===== src/rtl/ccff_chain_loader_pkg.sv =====
// Shared types and CRC-16-CCITT helpers for the configuration-chain loader.
package ccff_chain_loader_pkg;

    typedef enum logic [1:0] {
        IDLE  = 2'd0,
        LOAD  = 2'd1,
        SHIFT = 2'd2,
        DONE  = 2'd3
    } state_t;

    localparam logic [15:0] CRC16_POLY = 16'h1021;
    localparam logic [15:0] CRC16_INIT = 16'hFFFF;

    // MSB-first serial update, no reflection, no final XOR.
    function automatic logic [15:0] crc16_step(input logic [15:0] crc, input logic bit_in);
        logic feedback;
        feedback = crc[15] ^ bit_in;
        return {crc[14:0], 1'b0} ^ (feedback ? CRC16_POLY : 16'h0000);
    endfunction

endpackage


===== src/rtl/ccff_serial_crc16.sv =====
// Bit-serial CRC-16-CCITT accumulator over the bits leaving the configuration chain.
module ccff_serial_crc16
    import ccff_chain_loader_pkg::*;
(
    input  logic        clk,
    input  logic        reset,
    input  logic        clear,
    input  logic        en,
    input  logic        bit_in,
    output logic [15:0] crc
);

    always_ff @(posedge clk or negedge reset) begin
        if (!reset) begin
            crc <= '0;
        end else if (clear) begin
            crc <= CRC16_INIT;
        end else if (en) begin
            crc <= crc16_step(crc, bit_in);
        end
    end

endmodule


===== src/rtl/ccff_chain_loader.sv =====
// Serializes a valid/ready word stream onto a CHAIN_LEN-bit configuration chain.
// Readback CRC over ccff_tail is built only when CCFF_READBACK_CRC_EN is defined.
module ccff_chain_loader
    import ccff_chain_loader_pkg::*;
#(
    parameter int DATA_W    = 8,
    parameter int CHAIN_LEN = 10,
    parameter int CNT_W     = $clog2(CHAIN_LEN + 1)
) (
    input  logic              prog_clk,
    input  logic              pReset,
    input  logic              start,
    input  logic              abort,
    input  logic [DATA_W-1:0] s_data,
    input  logic              s_valid,
    output logic              s_ready,
    output logic              ccff_head,
    input  logic              ccff_tail,
    output logic              ccff_en,
    output logic              busy,
    output logic              done,
    output logic [CNT_W-1:0]  bit_count,
    output logic [15:0]       readback_crc
);

    localparam int               IDX_W    = (DATA_W > 1) ? $clog2(DATA_W) : 1;
    localparam logic [IDX_W-1:0] LAST_IDX = IDX_W'(DATA_W - 1);
    localparam logic [CNT_W-1:0] LAST_CNT = CNT_W'(CHAIN_LEN - 1);

    state_t            state;
    logic [DATA_W-1:0] shreg;
    logic [IDX_W-1:0]  bit_idx;
    logic              last_bit;
    logic              word_end;
    logic              accept;
    logic              load_start;

    // The chain's final bit wins over a word boundary, so a partial last word is dropped.
    assign last_bit   = (state == SHIFT) && (bit_count == LAST_CNT);
    assign word_end   = (state == SHIFT) && (bit_idx == LAST_IDX) && !last_bit;
    assign s_ready    = !abort && ((state == LOAD) || word_end);
    assign accept     = s_ready && s_valid;
    assign load_start = !abort && start && ((state == IDLE) || (state == DONE));

    // NOTE: every register here uses <= so all of them update from the same pre-edge values.
    always_ff @(posedge prog_clk or negedge pReset) begin
        if (!pReset) begin
            state     <= IDLE;
            shreg     <= '0;
            bit_idx   <= '0;
            ccff_head <= 1'b0;
            ccff_en   <= 1'b0;
            busy      <= 1'b0;
            done      <= 1'b0;
            bit_count <= '0;
        end else if (abort) begin
            state   <= IDLE;
            ccff_en <= 1'b0;
            busy    <= 1'b0;
            done    <= 1'b0;
        end else begin
            case (state)
                IDLE, DONE: begin
                    if (load_start) begin
                        state     <= LOAD;
                        bit_count <= '0;
                        done      <= 1'b0;
                        busy      <= 1'b1;
                    end
                end
                LOAD: begin
                    if (accept) begin
                        shreg     <= s_data;
                        ccff_head <= s_data[0];
                        bit_idx   <= '0;
                        ccff_en   <= 1'b1;
                        state     <= SHIFT;
                    end
                end
                SHIFT: begin
                    bit_count <= bit_count + CNT_W'(1);
                    if (last_bit) begin
                        state   <= DONE;
                        ccff_en <= 1'b0;
                        busy    <= 1'b0;
                        done    <= 1'b1;
                    end else if (word_end) begin
                        if (accept) begin
                            shreg     <= s_data;
                            ccff_head <= s_data[0];
                            bit_idx   <= '0;
                        end else begin
                            state   <= LOAD;
                            ccff_en <= 1'b0;
                        end
                    end else begin
                        bit_idx   <= bit_idx + IDX_W'(1);
                        ccff_head <= shreg[bit_idx + IDX_W'(1)];
                    end
                end
                default: state <= IDLE;
            endcase
        end
    end

`ifdef CCFF_READBACK_CRC_EN
    // The tail is sampled on the same edge the chain advances, i.e. the pre-shift value.
    ccff_serial_crc16 u_crc (
        .clk    (prog_clk),
        .reset  (pReset),
        .clear  (load_start),
        .en     (ccff_en),
        .bit_in (ccff_tail),
        .crc    (readback_crc)
    );
`else
    logic unused_tail;
    assign unused_tail  = ccff_tail;
    assign readback_crc = '0;
`endif

endmodule


===== config.mk =====
export PLATFORM = sky130hd
export DESIGN_NAME = ccff_chain_loader
export DESIGN_NICKNAME = d
export VERILOG_FILES = /design/src/rtl/ccff_chain_loader_pkg.sv /design/src/rtl/ccff_serial_crc16.sv /design/src/rtl/ccff_chain_loader.sv
export SDC_FILE = /design/constraint.sdc
export NUM_CORES = 1
export LEC_CHECK = 0
export CORE_MARGIN = 2
export CORE_UTILIZATION = 42
export CTS_CLUSTER_SIZE = 20
export DETAILED_ROUTE_END_ITERATION = 16
export PLACE_DENSITY = 0.75
export SYNTH_ARGS = -nofsm -noshare
export SYNTH_HDL_FRONTEND = slang
export SYNTH_SLANG_ARGS = --single-unit

===== constraint.sdc =====
create_clock -name prog_clk -period 1.7 [get_ports prog_clk]
set_input_delay 0.34 -clock prog_clk [delete_from_list [all_inputs] [get_ports prog_clk]]
set_output_delay 0.34 -clock prog_clk [all_outputs]
set_load 0.02 [all_outputs]

==> impl_metrics.yaml, run 1 <==
yosys:
  synth_ff_type: "dfrtp_1"
  synth-simple-area-share_pct: 17.30
  synth_edf_count: 0
  synthMuxAreaShare_pct: 12.74
  synth_xor_area_share_pct: 0.6654
  syn_avg_cell_area_um2: 10.88
  synth_cells: 121
  async_reset_ff_share_pct: 100.0
  synth_top_area_share_pct: 39.92
  synthAdderAreaFrac_pct: 6.654
  ys_types: 40
  yosysTopAreaCell: "dfrtp_1"
  netlist_area_mm2: 0.001316
  ys_ff_latch: 21
  yosysSeqAreaShare_pct: 39.92
  ys_top_cells_by_count: "21 x dfrtp_1, 16 x buf_4, 10 x mux2_2"
  synth_compound_area_share_pct: 10.93
  synth_warnings: 0
  synth_most_common_cell: "dfrtp_1"
  synthTopCellsByArea: "dfrtp_1 40%, buf_4 9.1%, mux2_2 8.6%, ha_1 6.7%, mux4_2 3.4%"
  synth_top_family_by_area: "simple AND/OR/NAND/NOR gates"
drt:
  top_layer: "met4"
  dr.pass1.iters: 4
  wire_per_inst_um: 14.37
  viasPerCell: 4.914
  vias: 1091
  drt-initial-drc-count: 42
  route.detailed.drc: 0
  wl_met1_mm: 1.254
  wirelength_mm: 3.190
  met3_length_um: 126
  wl_met2_mm: 1.785
  ant_nets: 0
sta:
  hold_ws_ns: 0.3369
  maxSlewViolCount: 0
  finalWorstSetupSlack_ns: -0.1062
  setup_viol: 9
  rsz0062_at_grt: "yes"
  period_needed_ns: 1.806
  min_period_over_period_pct: 106.2
  clock_skew_ns: 0.004605
  hold_violations: 0
  fmax_ghz: 0.5537
cts:
  clockRootBuffer: "clkbuf_4"
  cts_buffers: 3
  cts-htree-levels: 1
  path_clk_slew_ns: 0.13
  cts.hold.buffers_added: 0
  clk_latency_ns: 0.33
  clock-sinks: 21
  cts_buffer_depth: 2
  tritoncts: "yes"
cells_and_area:
  final_area_mm2: 0.001971
  syn_to_final_growth_pct: 49.71
  nets: 200
  antenna_cells: 0
  drive_gt1_share_pct: 43.82
critical_path:
  slowest_stage: "dfrtp_1"
  critical_path_depth: 7
  r2r_start: "bit_idx[0]"
  slowest_delay_ns: 0.41
  crit_chain: "inv_2, ha_4, nand3b_4, and2_4, a21oi_2, nor2_2, buf_6"
  crit_path_end_kind: "output pin"
  critPathLaunchType: "flip-flop"
  critical_path_required_ns: 1.36
  reg2reg_slack_ns: -0.05
  cp_top_family: "flip-flops"
  arrival_ns: 1.47
  regToRegEndpoint: "shreg[7]"
  worstPathMaxFanout: 2
  crit_type: "reg2out"
  crit_buf_inv: 2
  ff2ff_path_depth: 6
power:
  power_density_mw_per_mm2: 947.9
  vdd_ir_drop_max_v: 0.0005880
  p_leak_nw: 1.012
  p_total_mw: 1.868
run:
  max-cap-violations: 0
floorplan:
  rows: 20
  die_w_um: 59.98
  die_h_um: 59.98
  die-area_mm2: 0.003598
  core_area_mm2: 0.003028
  start_util_pct: 43.47
  ios: 39
global_routing:
  grt_pass1_wl_mm: 5.230
  grt_pass1_vias: 1075
  grt_max_degree: 22
  overflow: 0
  antenna_found_initial: 0
  grt_usage_pct: 20.05
place:
  port_buffers: 21
  dpl-instance-area_mm2: 0.001707
  place_hpwl_mm: 2.116
  place.gp.congestion: 0.8601
status:
  status: "finished, violations left"
  violations: "negative setup slack"
worst_hold_path:
  hp-class: "in2async"
where the power goes:
part | internal, mW | switching, mW
Clock | 0.0903 | 0.179
Sequential | 0.618 | 0.0731
Combinational | 0.509 | 0.399
sequential cells by signal (all words and copies together), names as in the netlist:
| name | count |
|---|---|
| state | 2 |
| bit_idx | 3 |
| ccff_en | 1 |
| busy | 1 |
| bit_count | 4 |
| ccff_head | 1 |
| done | 1 |
| shreg | 8 |
repair_timing:
action	in CTS	in global routing
pin swaps	8	4
setup endpoints to repair	18	23
endpoints found under the hold margin	0	0
resized for setup	38	11
buffers inserted	7	0
cloned	1	0
routing by layer:
| metal | vias up | track usage, % |
|---|---|---|
| met2 | 39 | 38.82 |
| li1 | 514 | - |
| met4 | 0 | 2.857 |
| met5 | - | 0 |
| met3 | 2 | 3.896 |
| met1 | 536 | 22.85 |
how the worst max path moves through the flow:
stage,start,endpoint,slack (ns)
CTS,bit_count[1],s_ready,-0.11
global placement,bit_count[1],s_ready,-0.25
detailed placement,bit_count[1],s_ready,-0.29
finish,bit_count[1],s_ready,-0.11
floorplan,state[0],bit_count[3],0.01
global route,bit_count[1],s_ready,-0.17
placed cells by master, fill, tap and decap left out, types with 3 or more instances in the layout:
master | Yosys | routed
nand2_1 | 8 | 8
o21ai_0 | 4 | 4
nor2b_1 | 3 | 3
ha_4 | 0 | 5
dlygate4sd2_1 | 0 | 4
clkbuf_4 | 0 | 3
a21oi_1 | 6 | 4
dfrtp_1 | 21 | 21
nor2_1 | 9 | 6
clkdlybuf4s50_1 | 0 | 12
dlymetal6s2s_1 | 0 | 4
buf_6 | 1 | 4
conb_1 | 1 | 16
mux2_4 | 0 | 9
buf_4 | 16 | 31
metrics by stage:
stage               setup slack, ns  util, %  instances  setup TNS [ns]
finish                      -0.1062    65.08        222         -0.3506
global route                -0.1738    65.08        222         -0.8036
CTS                         -0.1138    63.84        222         -0.3105
detailed placement          -0.2865    56.36        210          -2.881
global placement            -0.2500    56.36        210          -2.566
floorplan                   0.01340        -        136               0
worst reg2reg max path, cell delays in order (launching register included):
cell	delay (ns)
dfrtp_1	0.43
ha_4	0.18
ha_4	0.16
buf_6	0.12
mux2_4	0.29
nand4_4	0.13
mux2_4	0.32
layout make-up:
class | instances | area (µm²)
fillers | 242 | 1057
well taps | 44 | 55.05
repair buffers | 55 | 483.0
multi-input cells | 94 | 862.1
clock buffers | 3 | 22.52
inverters | 4 | 15.01
flip-flops and latches | 21 | 525.5
clock inverters | 1 | 7.507
logic make-up after synthesis:
kind of cell,Yosys count
simple gates,36
xor+xnor,1
mux,13
compound gates,20
fa+ha+maj,7
other cells,1
flops,21
buf+inv,22
No activity file was read; power rests on OpenSTA's default activity.
==> run 2: changes to the inputs <==
SKIP_LAST_GASP = 1   (was not set)
==> run 2 against run 1 <==
  * Total power up 0.13%
  * Critical endpoint unchanged
  * Register-to-register slack is essentially flat
  * Sequential share of layout area decreased by 0.10 points
  * Final area increased by 0.38%
  * The run still ends with negative setup slack left
  * Critical path depth unchanged
  * Count of clock-buffer cells in the layout is the same
  * Largest cell class unchanged
  * Combinational power about the same
  * Worst hold slack gained 0.0013 ns
  * Die area unchanged
==> impl_metrics.yaml, run 2 (synthesis gave the netlist of run 1 again) <==
status:
  status: "finished, violations left"
  violations: "negative setup slack"
cells_and_area:
  drive_gt1_share_pct: 44.13
  antenna_cells: 0
  reg_top3: "shreg (8), bit_count (4), bit_idx (3)"
  regMostFlops: "shreg"
  nets: 201
  final_cell_mix: "32 x buf_4, 21 x dfrtp_1, 16 x conb_1"
  fin_util_pct: 65.33
  largest_reg_flops: 8
  nFillCells: 240
  syn_to_final_growth_pct: 50.29
  multi_input_area_um2: 862.1
  final_common_cell: "buf_4"
  seq_area_um2: 525.5
  fin_cells: 223
critical_path:
  critPathLaunchType: "flip-flop"
  critical_path_required_ns: 1.36
  arrival_ns: 1.49
  startpoint: "bit_count[1]"
  crit_type: "reg2out"
  worstPathMaxFanout: 2
  r2r_start: "bit_idx[0]"
  crit_path_end_kind: "output pin"
floorplan:
  die_h_um: 59.98
  ios: 39
  rows: 20
  core_area_mm2: 0.003028
  die_w_um: 59.98
  start_util_pct: 43.47
  die-area_mm2: 0.003598
power:
  power_frac_comb_pct: 48.7
  p_leak_nw: 1.018
  clkPwrFrac_pct: 14.4
  p_switching_uw: 651.5
  p_total_mw: 1.870
  switching_share_pct: 34.83
  power.share.sequential_pct: 36.9
  power.internal_mw: 1.219
  vdd_ir_drop_max_v: 0.0005889
  power_density_mw_per_mm2: 945.6
cts:
  clockRootBuffer: "clkbuf_4"
  cts-htree-levels: 1
  path_clk_slew_ns: 0.13
  cts_buffer_depth: 2
  cts.hold.buffers_added: 0
  clk_latency_ns: 0.33
  cts_buffers: 3
  tritoncts: "yes"
  clock-sinks: 21
drt:
  dr.pass1.iters: 4
  route.detailed.drc: 0
  wire_per_inst_um: 14.49
  wirelength_mm: 3.231
  drt-initial-drc-count: 42
  vias: 1086
  ant_nets: 0
  viasPerCell: 4.870
global_routing:
  overflow: 0
  grt_pass1_wl_mm: 5.230
  antenna_found_initial: 0
  grt_usage_pct: 20.05
  grt_pass1_vias: 1077
  grt_max_degree: 22
place:
  port_buffers: 21
  dp.cells: 210
  place.gp.congestion: 0.8601
  place_hpwl_mm: 2.116
sta:
  hold_violations: 0
  setup_viol: 9
  finalSetupTns_ns: -0.3536
  clock_skew_ns: 0.002636
  maxSlewViolCount: 0
  min_period_over_period_pct: 107.4
  finalWorstSetupSlack_ns: -0.1264
  period_needed_ns: 1.826
  rsz0062_at_grt: "yes"
  fmax_ghz: 0.5475
worst_hold_path:
  hp-class: "in2async"
run:
  max-cap-violations: 0
==> run 2: cell count changes in the layout (fill, tap and decap cells not counted) <==
cell,delta
buf_4,+1
==> run 2: final timing paths <==
check / to / cells after the start / slack, ns
max: s_ready / 7 / -0.13
min: bit_idx[0] / 2 / 0.34
max reg2reg: shreg[7] / 6 / -0.04
min reg2reg: shreg[5] / 1 / 0.52
max in group asynchronous: bit_idx[1] / 2 / 1.15
min in group prog_clk: shreg[5] / 1 / 0.52
==> run 2: cell type report <==
| class | instances | share of cell area [%] |
|---|---|---|
| Clock buffer | 3 | 1.139 |
| Multi-Input combinational cell | 94 | 43.58 |
| Clock inverter | 1 | 0.3795 |
| Tap cell | 44 | 2.783 |
| Sequential cell | 21 | 26.57 |
| Timing Repair Buffer | 56 | 24.79 |
| Inverter | 4 | 0.7590 |
==> run 2: what timing repair did <==
action / in CTS / in global routing
buffers inserted: 7 / 1
endpoints found under the setup margin: 18 / 23
cloned: 1 / 0
gates resized for setup: 38 / 11
pin swaps: 7 / 6
==> run 2: power by group through the flow <==
stage          combinational (mW)  clock, mW  sequential [mW]
2_1_floorplan               0.422          0            0.709
3_3_place_gp                0.694          0            0.682
3_5_place_dp                0.722          0            0.693
4_1_cts                     0.886      0.271            0.691
5_1_grt                     0.975      0.292            0.709
6_report                    0.911      0.268            0.691
==> run 2: layer usage <==
layer	vias to the layer above	wire, µm	global-route usage [%]
met2	33	1811	38.82
met4	0	22	2.857
met5	-	0	0
li1	516	-	-
met1	534	1280	22.85
met3	3	117	3.896
==> run 2: through the flow <==
| step | setup slack (ns) | hold slack [ns] | cell area [µm²] |
|---|---|---|---|
| after floorplan | 0.01340 | 0.04441 | 1375 |
| after CTS | -0.1338 | 0.3496 | 1933 |
| after global routing | -0.1894 | 0.3686 | 1978 |
| after global placement | -0.2500 | 0.4833 | 1707 |
| after detailed placement | -0.2865 | 0.4952 | 1707 |
| final | -0.1264 | 0.3381 | 1978 |
==> run 2: worst max-delay path: stages (launching register included) <==
cell and delay, ns:
dfrtp_1 0.42, inv_2 0.07, ha_4 0.14, nand3b_4 0.08
and2_4 0.15, a21oi_2 0.14, nor2_2 0.05, buf_6 0.13
==> run 3: changes to the inputs <==
CORE_UTILIZATION = 48   (was 42)
PLACE_DENSITY = 0.81   (was 0.75)
clock period = 2.3 ns   (was 1.7 ns; I/O delays follow)
==> run 3 against run 2 <==
  * The flow now finishes without violations
  * Global-route usage shrank 4.5 points
  * Utilization shrank 4.3 points
  * Wire length decreased by 30%
  * Critical path type unchanged
==> impl_metrics.yaml, run 3 (synthesis gave the netlist of run 1 again) <==
global_routing:
  grt_max_degree: 22
  overflow: 0
  grt_usage_pct: 15.51
  grt_pass1_vias: 864
  grt_pass1_wl_mm: 3.843
  antenna_found_initial: 0
sta:
  finalSetupTns_ns: 0
  setup_viol: 0
  rsz0062_at_grt: "no"
  fmax_ghz: 0.4834
  min_period_over_period_pct: 89.94
  period_needed_ns: 2.069
  clock_skew_ns: 0.01008
  hold_violations: 0
  finalWorstSetupSlack_ns: 0.2314
  maxSlewViolCount: 0
cells_and_area:
  multi_input_area_um2: 698.2
  drive_gt1_share_pct: 22.15
  reg_top3: "shreg (8), bit_count (4), bit_idx (3)"
  regMostFlops: "shreg"
  seq_area_um2: 525.5
  antenna_cells: 0
  fin_cells: 179
  final_common_cell: "dfrtp_1"
  fin_util_pct: 61.06
  largest_reg_flops: 8
  syn_to_final_growth_pct: 18.06
  final_cell_mix: "21 x dfrtp_1, 20 x clkdlybuf4s50_1, 16 x conb_1"
  nFillCells: 221
  nets: 171
run:
  max-cap-violations: 0
cts:
  cts_buffer_depth: 2
  clockRootBuffer: "clkbuf_4"
  cts-htree-levels: 1
  tritoncts: "yes"
  path_clk_slew_ns: 0.12
  cts_buffers: 3
  clk_latency_ns: 0.31
  clock-sinks: 21
drt:
  vias: 915
  ant_nets: 0
  drt-initial-drc-count: 20
  route.detailed.drc: 0
  wire_per_inst_um: 12.70
  wirelength_mm: 2.273
  dr.pass1.iters: 4
  viasPerCell: 5.112
worst_hold_path:
  hp-class: "in2async"
floorplan:
  die_w_um: 56.37
  die-area_mm2: 0.003177
  ios: 39
  start_util_pct: 51.72
  core_area_mm2: 0.002545
  die_h_um: 56.37
  rows: 18
critical_path:
  arrival_ns: 1.61
  crit_path_end_kind: "output pin"
  slowest_delay_ns: 0.43
  crit_buf_inv: 2
  cp_top_family: "flip-flops"
  critical_path_required_ns: 1.84
  worstPathMaxFanout: 4
  critPathLaunchType: "flip-flop"
  crit_type: "reg2out"
  slowest_stage: "dfrtp_1"
  crit_chain: "inv_1, ha_2, nand3b_4, and2_1, a21oi_1, nor2_1, clkbuf_2"
power:
  power_density_mw_per_mm2: 719.2
  vdd_ir_drop_max_v: 0.0005410
  p_leak_nw: 0.7585
  p_total_mw: 1.118
place:
  place.gp.congestion: 0.7822
  port_buffers: 21
  dp.cells: 174
  place_hpwl_mm: 1.783
  pre_cts_ws_ns: 0.1635
status:
  status: "finished clean"
-- run 3: cell types whose count changed in the layout (fill, tap and decap cells not counted), moves of 5 or more --
| cell | before | now |
|---|---|---|
| buf_4 | 32 | 6 |
| mux2_2 | 1 | 10 |
| mux2_4 | 9 | 0 |
| clkdlybuf4s50_1 | 12 | 20 |
| ha_4 | 5 | 0 |
-- run 3: per-layer routing --
| metal | up-vias | routed length, µm | GRT usage [%] |
|---|---|---|---|
| met5 | - | 0 | 0 |
| met4 | 0 | 25 | 5.102 |
| met3 | 3 | 106 | 3.226 |
| met2 | 29 | 1187 | 27.73 |
| met1 | 429 | 953 | 18.44 |
| li1 | 454 | - | - |
-- run 3: timing repair --
item	CTS	global route
hold buffers	0	0
resized for setup	1	3
hold endpoints to repair	0	0
pin swaps	0	0
setup endpoints to repair	1	1
buffers inserted	0	1
-- run 3: through the flow --
stage | instance area [µm²] | hold slack [ns]
after floorplan | 1373 | 0.1644
after global placement | 1521 | 0.4815
after detailed placement | 1521 | 0.4937
after CTS | 1548 | 0.4679
after global routing | 1554 | 0.4822
final | 1554 | 0.4698
-- run 3: layout make-up --
class | count | share of cell area [%]
Multi-Input combinational cell | 93 | 44.93
Sequential cell | 21 | 33.82
Timing Repair Buffer | 27 | 16.10
Tap cell | 30 | 2.415
Clock buffer | 3 | 1.449
Inverter | 4 | 0.9662
Clock inverter | 1 | 0.3221
-- run 3: worst paths after layout --
path,start,endpoint,slack [ns],cells after the start
min in group prog_clk,shreg[6],shreg[6],0.52,1
max reg2reg,state[0],shreg[0],0.42,6
min reg2reg,shreg[6],shreg[6],0.52,1
max in group asynchronous,pReset,state[1],1.60,2
min,pReset,done,0.47,2
max,bit_count[1],s_ready,0.23,7
-- run 3: power by group --
part	leakage [nW]	internal [mW]	switching, mW
Combinational	0.465	0.218	0.214
Clock	0.0177	0.0650	0.114
Sequential	0.276	0.457	0.0501
